`src/rtl/control_unit_pipe.sv`:
```
// Decode stage with a registered control bundle, load-use stall, multi-cycle divide hold and flush.
// The bundle registers one cycle after accept; write enables are gated by out_valid.
module control_unit_pipe #(
  parameter int OP_W    = 4,
  parameter int REG_W   = 4,
  parameter int DIV_LAT = 4
) (
  input  logic             clk,
  input  logic             rst_n,
  input  logic             in_valid,
  output logic             in_ready,
  input  logic [OP_W-1:0]  OpCode,
  input  logic [REG_W-1:0] rs_a,
  input  logic [REG_W-1:0] rs_b,
  input  logic [REG_W-1:0] rd,
  input  logic             flush,
  output logic             out_valid,
  output logic [1:0]       BranchSelect,
  output logic             RegFileWE,
  output logic [1:0]       ExtendSelect,
  output logic             ALUOpBSelect,
  output logic [1:0]       ALUControl,
  output logic             SetFlags,
  output logic             MemWE,
  output logic             WBSelect,
  output logic             illegal,
  output logic             div_busy
);

  localparam int CW = $clog2(DIV_LAT) + 1;

  typedef enum logic {RUN, DIV_WAIT} state_t;

  typedef struct packed {
    logic [1:0] bsel;
    logic       rfwe;
    logic [1:0] ext;
    logic       alub;
    logic [1:0] aluc;
    logic       setf;
    logic       memwe;
    logic       wbsel;
  } ctl_t;

  state_t          r_state, w_nstate;
  logic [CW-1:0]   r_cnt, w_ncnt;
  ctl_t            r_ctl, w_dec;
  logic [REG_W-1:0] r_rd;
  logic            r_out_valid, r_illegal;
  logic            w_illegal, w_stall, w_ready, w_acc;
  logic            w_nvalid, w_nill, w_load, w_zero;

  always_comb begin
    w_dec     = '0;
    w_illegal = |(OpCode >> 4);
    case (OpCode[3:0])
      4'h0: ;
      4'h1: begin w_dec.bsel = 2'b01; w_dec.ext = 2'b10; w_dec.aluc = 2'b01; w_dec.setf = 1'b1; end
      4'h2: begin w_dec.bsel = 2'b10; w_dec.ext = 2'b10; w_dec.aluc = 2'b01; w_dec.setf = 1'b1; end
      4'h3: begin w_dec.bsel = 2'b11; w_dec.ext = 2'b10; w_dec.aluc = 2'b01; w_dec.setf = 1'b1; end
      4'h4, 4'h5: begin w_dec.rfwe = 1'b1; w_dec.wbsel = 1'b1; end
      4'h6, 4'h7: w_dec.memwe = 1'b1;
      4'h8: w_dec.rfwe = 1'b1;
      4'h9: begin w_dec.rfwe = 1'b1; w_dec.ext = 2'b01; w_dec.alub = 1'b1; end
      4'hA: begin w_dec.rfwe = 1'b1; w_dec.aluc = 2'b01; end
      4'hB: begin w_dec.rfwe = 1'b1; w_dec.aluc = 2'b10; end
      4'hC: begin w_dec.rfwe = 1'b1; w_dec.aluc = 2'b11; end
      default: w_illegal = 1'b1;
    endcase
    if (w_illegal) w_dec = '0;
  end

  // A live load whose destination feeds the incoming instruction costs one bubble.
  assign w_stall = (r_state == RUN) && in_valid && r_out_valid && r_ctl.wbsel &&
                   ((r_rd == rs_a) || (r_rd == rs_b)) && !flush;
  assign w_ready = rst_n && (r_state == RUN) && !w_stall;
  assign w_acc   = in_valid && w_ready;

  always_comb begin
    w_nstate = r_state;
    w_ncnt   = r_cnt;
    w_nvalid = 1'b0;
    w_nill   = 1'b0;
    w_load   = 1'b0;
    w_zero   = 1'b0;
    if (flush) begin
      w_nstate = RUN;
      w_ncnt   = '0;
    end else begin
      case (r_state)
        RUN: begin
          if (w_acc) begin
            if (w_illegal) begin
              w_nill = 1'b1;
              w_zero = 1'b1;
            end else begin
              w_load = 1'b1;
              if ((OpCode[3:0] == 4'hB) && (DIV_LAT > 1)) begin
                w_nstate = DIV_WAIT;
                w_ncnt   = CW'(DIV_LAT - 1);
              end else begin
                w_nvalid = 1'b1;
              end
            end
          end
        end
        DIV_WAIT: begin
          // The result is published on the edge where the counter reaches zero.
          if (r_cnt <= CW'(1)) begin
            w_nstate = RUN;
            w_ncnt   = '0;
            w_nvalid = 1'b1;
          end else begin
            w_ncnt = r_cnt - CW'(1);
          end
        end
        default: w_nstate = RUN;
      endcase
    end
  end

  always_ff @(posedge clk) begin
    if (!rst_n) begin
      r_state <= RUN;
      r_cnt   <= '0;
    end else begin
      r_state <= w_nstate;
      r_cnt   <= w_ncnt;
    end
  end

  always_ff @(posedge clk) begin
    if (!rst_n) begin
      r_ctl       <= '0;
      r_rd        <= '0;
      r_out_valid <= 1'b0;
      r_illegal   <= 1'b0;
    end else begin
      r_out_valid <= w_nvalid;
      r_illegal   <= w_nill;
      if (w_zero) begin
        r_ctl <= '0;
      end else if (w_load) begin
        r_ctl <= w_dec;
        r_rd  <= rd;
      end
    end
  end

  assign in_ready     = w_ready;
  assign out_valid    = r_out_valid;
  assign illegal      = r_illegal;
  assign div_busy     = (r_state == DIV_WAIT);
  assign BranchSelect = r_ctl.bsel;
  assign ExtendSelect = r_ctl.ext;
  assign ALUOpBSelect = r_ctl.alub;
  assign ALUControl   = r_ctl.aluc;
  assign WBSelect     = r_ctl.wbsel;
  assign RegFileWE    = r_ctl.rfwe  & r_out_valid;
  assign MemWE        = r_ctl.memwe & r_out_valid;
  assign SetFlags     = r_ctl.setf  & r_out_valid;

endmodule

```
`config.mk`:
```
export PLATFORM = sky130hd
export DESIGN_NAME = control_unit_pipe
export DESIGN_NICKNAME = d
export VERILOG_FILES = /design/src/rtl/control_unit_pipe.sv
export SDC_FILE = /design/constraint.sdc
export NUM_CORES = 1
export LEC_CHECK = 0
export ABC_AREA = 1
export CAP_MARGIN = 20
export CORE_MARGIN = 1
export CORE_UTILIZATION = 40
export CTS_CLUSTER_DIAMETER = 100
export DETAILED_ROUTE_END_ITERATION = 8
export PLACE_DENSITY = 0.69
export SLEW_MARGIN = 20
export SYNTH_ARGS = -nofsm -noshare
export SYNTH_HDL_FRONTEND = slang
export SYNTH_SLANG_ARGS = --single-unit
export TNS_END_PERCENT = 50
```
`constraint.sdc`:
```
create_clock -name clk -period 3.8 [get_ports clk]
set_input_delay 0.76 -clock clk [delete_from_list [all_inputs] [get_ports clk]]
set_output_delay 0.76 -clock clk [all_outputs]
set_load 0.05 [all_outputs]
```
# Yosys cells after proc, flatten, opt, wreduce, memory -nomap -nowiden
# Index checks and enable logic that the tools add are counted.
[op_classes]
n_addsub = 1
magnitude_cmp = 1
n_eq_ne = 17
mux = 32
n_bitwise = 6
reduce_logical = 22
[op_table]
columns = ["cell", "n"]
rows = [
  ["2-to-1 mux 1 bit", 21],
  ["== test 4 bit (second input constant)", 5],
  ["== test 4 x 3 -> 1 bit (second input constant)", 4],
  ["OR reduction 13 bit", 1],
  ["2-to-1 mux 3 bit", 4],
  ["case mux 2 bit (3 select lines)", 2],
  ["2-to-1 mux 11 bit", 1],
  ["== test 4 x 2 -> 1 bit (second input constant)", 2],
  ["== test 4 bit", 2],
  ["logical AND 1 bit", 8],
  ["OR reduction 2 bit", 4],
  ["OR reduction 7 bit", 1],
  ["case mux 3 bit (2 select lines)", 1],
  ["== test 4 x 1 -> 1 bit (second input constant)", 1],
  ["zero test 4 bit", 1],
  ["inequality test 2 bit (second input constant)", 2],
  ["case mux 1 bit (2 select lines)", 2],
  ["case mux 2 bit (2 select lines)", 1],
  ["OR reduction 4 bit", 1],
  ["AND 1 bit", 3],
  ["less-or-equal comparator 3 x 1 -> 1 bit (second input constant)", 1],
  ["inverter 1 bit", 3],
  ["AND reduction 3 bit", 1],
  ["OR reduction 3 bit", 1],
  ["5 further kinds", 6],
]
[totals]
reg_bits = 21
in_bits = 20
out_inout_bits = 15
wordCells = 92

# Depth between registers and ports, before layout
[depth]
depth_word = 14
mapped_depth = 13
depth_no_buf = 12

# Worst setup path after synthesis
# No wires, ideal clock.
[synth_timing]
path_kind = "input-to-output"
start = "input rs_b[1]"
end = "output in_ready"
arrival_time_ps = 1594
setup_slack_ps = 1446
path_stages = 7
path_buffers = 0
path_cell_list = "inv_1 > nand2_1 > nand2_1 > nor2_1 > nand2_1 > nand2_2 > a21boi_2"
[synth_via]
elab_chain_len = 6
[synth_rtl]
columns = ["element", "line_no", "text"]
rows = [
  ["start, declared", "14", "input logic [REG_W-1:0] rs_b,"],
  ["== test 4 bit", "75", "((r_rd == rs_a) || (r_rd == rs_b)) && !flush;"],
  ["logical OR 1 bit", "75", ""],
  ["logical AND 1 bit", "74", "assign w_stall = (r_state == RUN) && in_valid && r_out_valid && r_ctl.wbsel &&"],
  ["logical AND 1 bit", "75", ""],
  ["zero test 1 bit", "76", "assign w_ready = rst_n && (r_state == RUN) && !w_stall;"],
  ["logical AND 1 bit", "76", ""],
  ["end, declared", "11", "output logic in_ready,"],
]
# Every way passes these cells.

# Worst setup path in the final report
[layout_timing]
start = "input rst_n"
end = "output in_ready"
[layout_via]
elab_chain_len = 2
[layout_rtl]
columns = ["element", "line_no", "text"]
rows = [
  ["start, declared", "9", "input logic rst_n,"],
  ["logical AND 1 bit (2 in series)", "76", ""],
]
# Every way passes these cells.

==> summary.md <==
| Metric | Value |
|---|---|
| Arr. time, crit path | `2.09 ns` |
| Sequential Power Share | `0.492` |
| Largest net degree at the start of global routing | `15` |
| Diodes inserted | `0` |
| Synth Area per Inst | `between 6 and 7 µm²` |
| Syn Nets | `~230` |
| Hold slack | `~0.5 ns` |
| Worst vdd ir | `approximately 180 µV` |
| Final Setup Violations | `0` |
| Worst min-delay path class | `flop to flop` |
| Final Critical Period | `2.85 ns` |
| Critical path capture point type | `output port` |
| Die height | `58.1 µm` |
| Max-cap viol count | `0` |
| Startpoint Class | `primary input` |
| FMAX | `0.350 GHz` |
| Leading cell type in the layout, fill and taps excluded | `nand2_1` |
| DR vias | `between 1,000 and 1,500` |
| Die width | `between 50 and 60 µm` |
| Detailed Routing Iterations Pass 1 | `5` |
| Die Area | `3380 µm²` |
| Pre-CTS setup slack | `roughly 0.94 ns` |
| Layout cell share with drive strength beyond 1 | `0.0726` |
| Drt wl/cell | `approximately 8.9 µm` |
| Cells after DPL | `about 270` |
| Gr ovfl total | `0` |
| Most area-hungry cell type in the Yosys netlist | `dfxtp_1` |
| Detail Route Antenna Nets | `0` |
| Most frequent cells in the layout | `nand2_1 (62), inv_1 (40), nor2_1 (35)` |
| CTS Hold Buffers Added | `0` |
| Outcome | `complete, no violations` |
| Crit path max fanout | `6` |
| Synth Register Bits | `20` |
| Row Count | `19` |
| Routed WL | `2450 µm` |
| Maximum root-to-sink buffer count | `2` |
| RSZ-0062 raised after global routing | `false` |
| Clock latency on the worst-skew pair | `about 0.3 ns` |
| Core Area | `2880 µm²` |
| Final hold violation count | `0` |
| TritonCTS buffer count | `3` |
| CTS tree | `yes` |
| Fin. max-slew vios | `0` |
| GRT Total Usage | `0.163` |
| Post-Syn Area | `around 1300 µm²` |
| Clock Sinks | `20` |
| Initial core utilization | `0.438` |
| Critical Path RT | `~3.0 ns` |
| Crit path kind | `primary input to output port` |
| Synth top area share | `0.318` |
| H-tree Lvls | `1` |
| Post-CTS Setup Repair Bufs | `0` |
| Initial antenna violation count | `0` |
| Leakage | `~0.00076 µW` |
| Clk_skew | `approximately 0.004 ns` |
| Rel. slew slack | `0.670` |
| Sw Pwr | `approximately 130 µW` |
| Cells after Synth | `slightly above 200` |
| Combinational power share | `0.231` |
| Final Non-Filler Cells | `around 280` |
| DRC violations left | `0` |
| Post-synth cell types | `24` |
| Post-DP HPWL | `between 1500 and 2000 µm` |
| Seq/Total Area, Yosys | `0.318` |
| Nets@finish | `257` |
| Gpl congestion | `about 0.82` |
| Yosys warning total | `0` |
| PortBufs | `34` |
| Post-cts resize count | `0` |
| Worst slew pin tran | `between 0.4 and 0.5 ns` |
| Root buf cell | `clkbuf_4` |
| Global-route wire length before repair | `4350 µm` |
| Number of global-route vias before repair | `between 1,000 and 1,500` |
| Final Cycle Share | `0.751` |
| Pwr dens | `279 nW/µm²` |
| Clock slew at reported path FFs | `0.12 ns` |
| Internal | `approximately 320 µW` |
| DR iter-0 viols | `65` |
| # IOs | `35` |
| Clock share of power | `0.277` |
| Final WS setup | `approximately 0.95 ns` |
| Syn-to-layout area delta | `28.5%` |
| Final core occ | `0.562` |
| Top cells by area, synth | `dfxtp_1 (32%), nand2_1 (18%), inv_1 (12%)` |
| Fin Setup TNS | `0 ns` |
| Vias per inst | `~4.3` |
| Switching part of the total | `0.291` |
## Yosys cell counts
library cell,number
nor3_1,3
buf_4,6
nand2_2,2
inv_2,1
o21bai_1,3
inv_1,40
dfxtp_1,20
buf_6,2
nand4_4,1
nand4_1,2
a21oi_1,9
nand3_1,3
ha_1,2
nor2_1,35
or2_2,1
a21boi_2,1
o21ai_0,2
o21ai_2,1
a31oi_1,1
nor2_4,3
o22ai_1,1
nand2_1,62
nor2_2,2
xor2_1,1
## path summary, 6_finish.rpt
kind	start	end	slack [ns]	cells after the start
worst max register to register	div_busy$_SDFF_PP0_	r_ctl[1]$_SDFFE_PP0P_	2.05	9
worst min register to register	ALUControl[0]$_SDFFE_PP0P_	ALUControl[0]$_SDFFE_PP0P_	0.50	2
worst max-delay path	rst_n	in_ready	0.95	5
worst min-delay path	ALUControl[0]$_SDFFE_PP0P_	ALUControl[0]$_SDFFE_PP0P_	0.50	2
## stage by stage
| step | cell area [µm²] | total power [µW] |
|---|---|---|
| after floorplan | 1260 | 295 |
| after global routing | 1620 | 478 |
| after global placement | 1580 | 330 |
| after detailed placement | 1580 | 331 |
| final | 1620 | 451 |
| after CTS | 1620 | 455 |
## state kept, by name, indices dropped and copies added, names as in the netlist
register      count
WBSelect          1
illegal           1
BranchSelect      2
ALUControl        2
div_busy          1
r_rd              4
r_cnt             3
ExtendSelect      2
out_valid         1
r_ctl             3
## per-layer routing
| metal | vias to the layer above | global-route usage | routed length [µm] |
|---|---|---|---|
| li1 | 659 | - | - |
| met1 | 503 | 0.223 | 1220 |
| met2 | 27 | 0.266 | 1080 |
| met3 | 2 | 0.0335 | 129 |
| met4 | 0 | 0.0306 | 19 |
| met5 | - | 0 | 0 |
## cell families (layout without fill, tap and decap cells)
logic type      count (synthesis)  count (layout)  share of synthesized area
buf+inv                        49              79                      0.176
fa+ha+maj                       2               2                     0.0199
flops                          20              20                      0.318
compound gates                 18              18                     0.0875
simple gates                  114             114                      0.392
xor+xnor                        1               1                    0.00696
## layout make-up
| type | instances | area (µm²) |
|---|---|---|
| Inverter | 41 | 154 |
| Sequential cell | 20 | 400 |
| Fill cell | 293 | 1260 |
| Multi-Input combinational cell | 135 | 637 |
| Tap cell | 42 | 52.6 |
| Clock buffer | 4 | 36.3 |
| Timing Repair Buffer | 34 | 338 |
## power by group through the flow
stage               clock network (µW)  logic [µW]  registers [µW]
floorplan                            0        63.9             231
global placement                     0         104             227
detailed placement                   0         104             227
CTS                                128         105             222
global route                       138         117             223
finish                             125         104             222
## critical path, cell delays in order
cell and delay (ns):
clkdlybuf4s50_1 0.60, inv_2 0.10, nor2_2 0.15, a21boi_2 0.26, buf_4 0.23
Note: power is estimated with default switching activity, not from simulation.
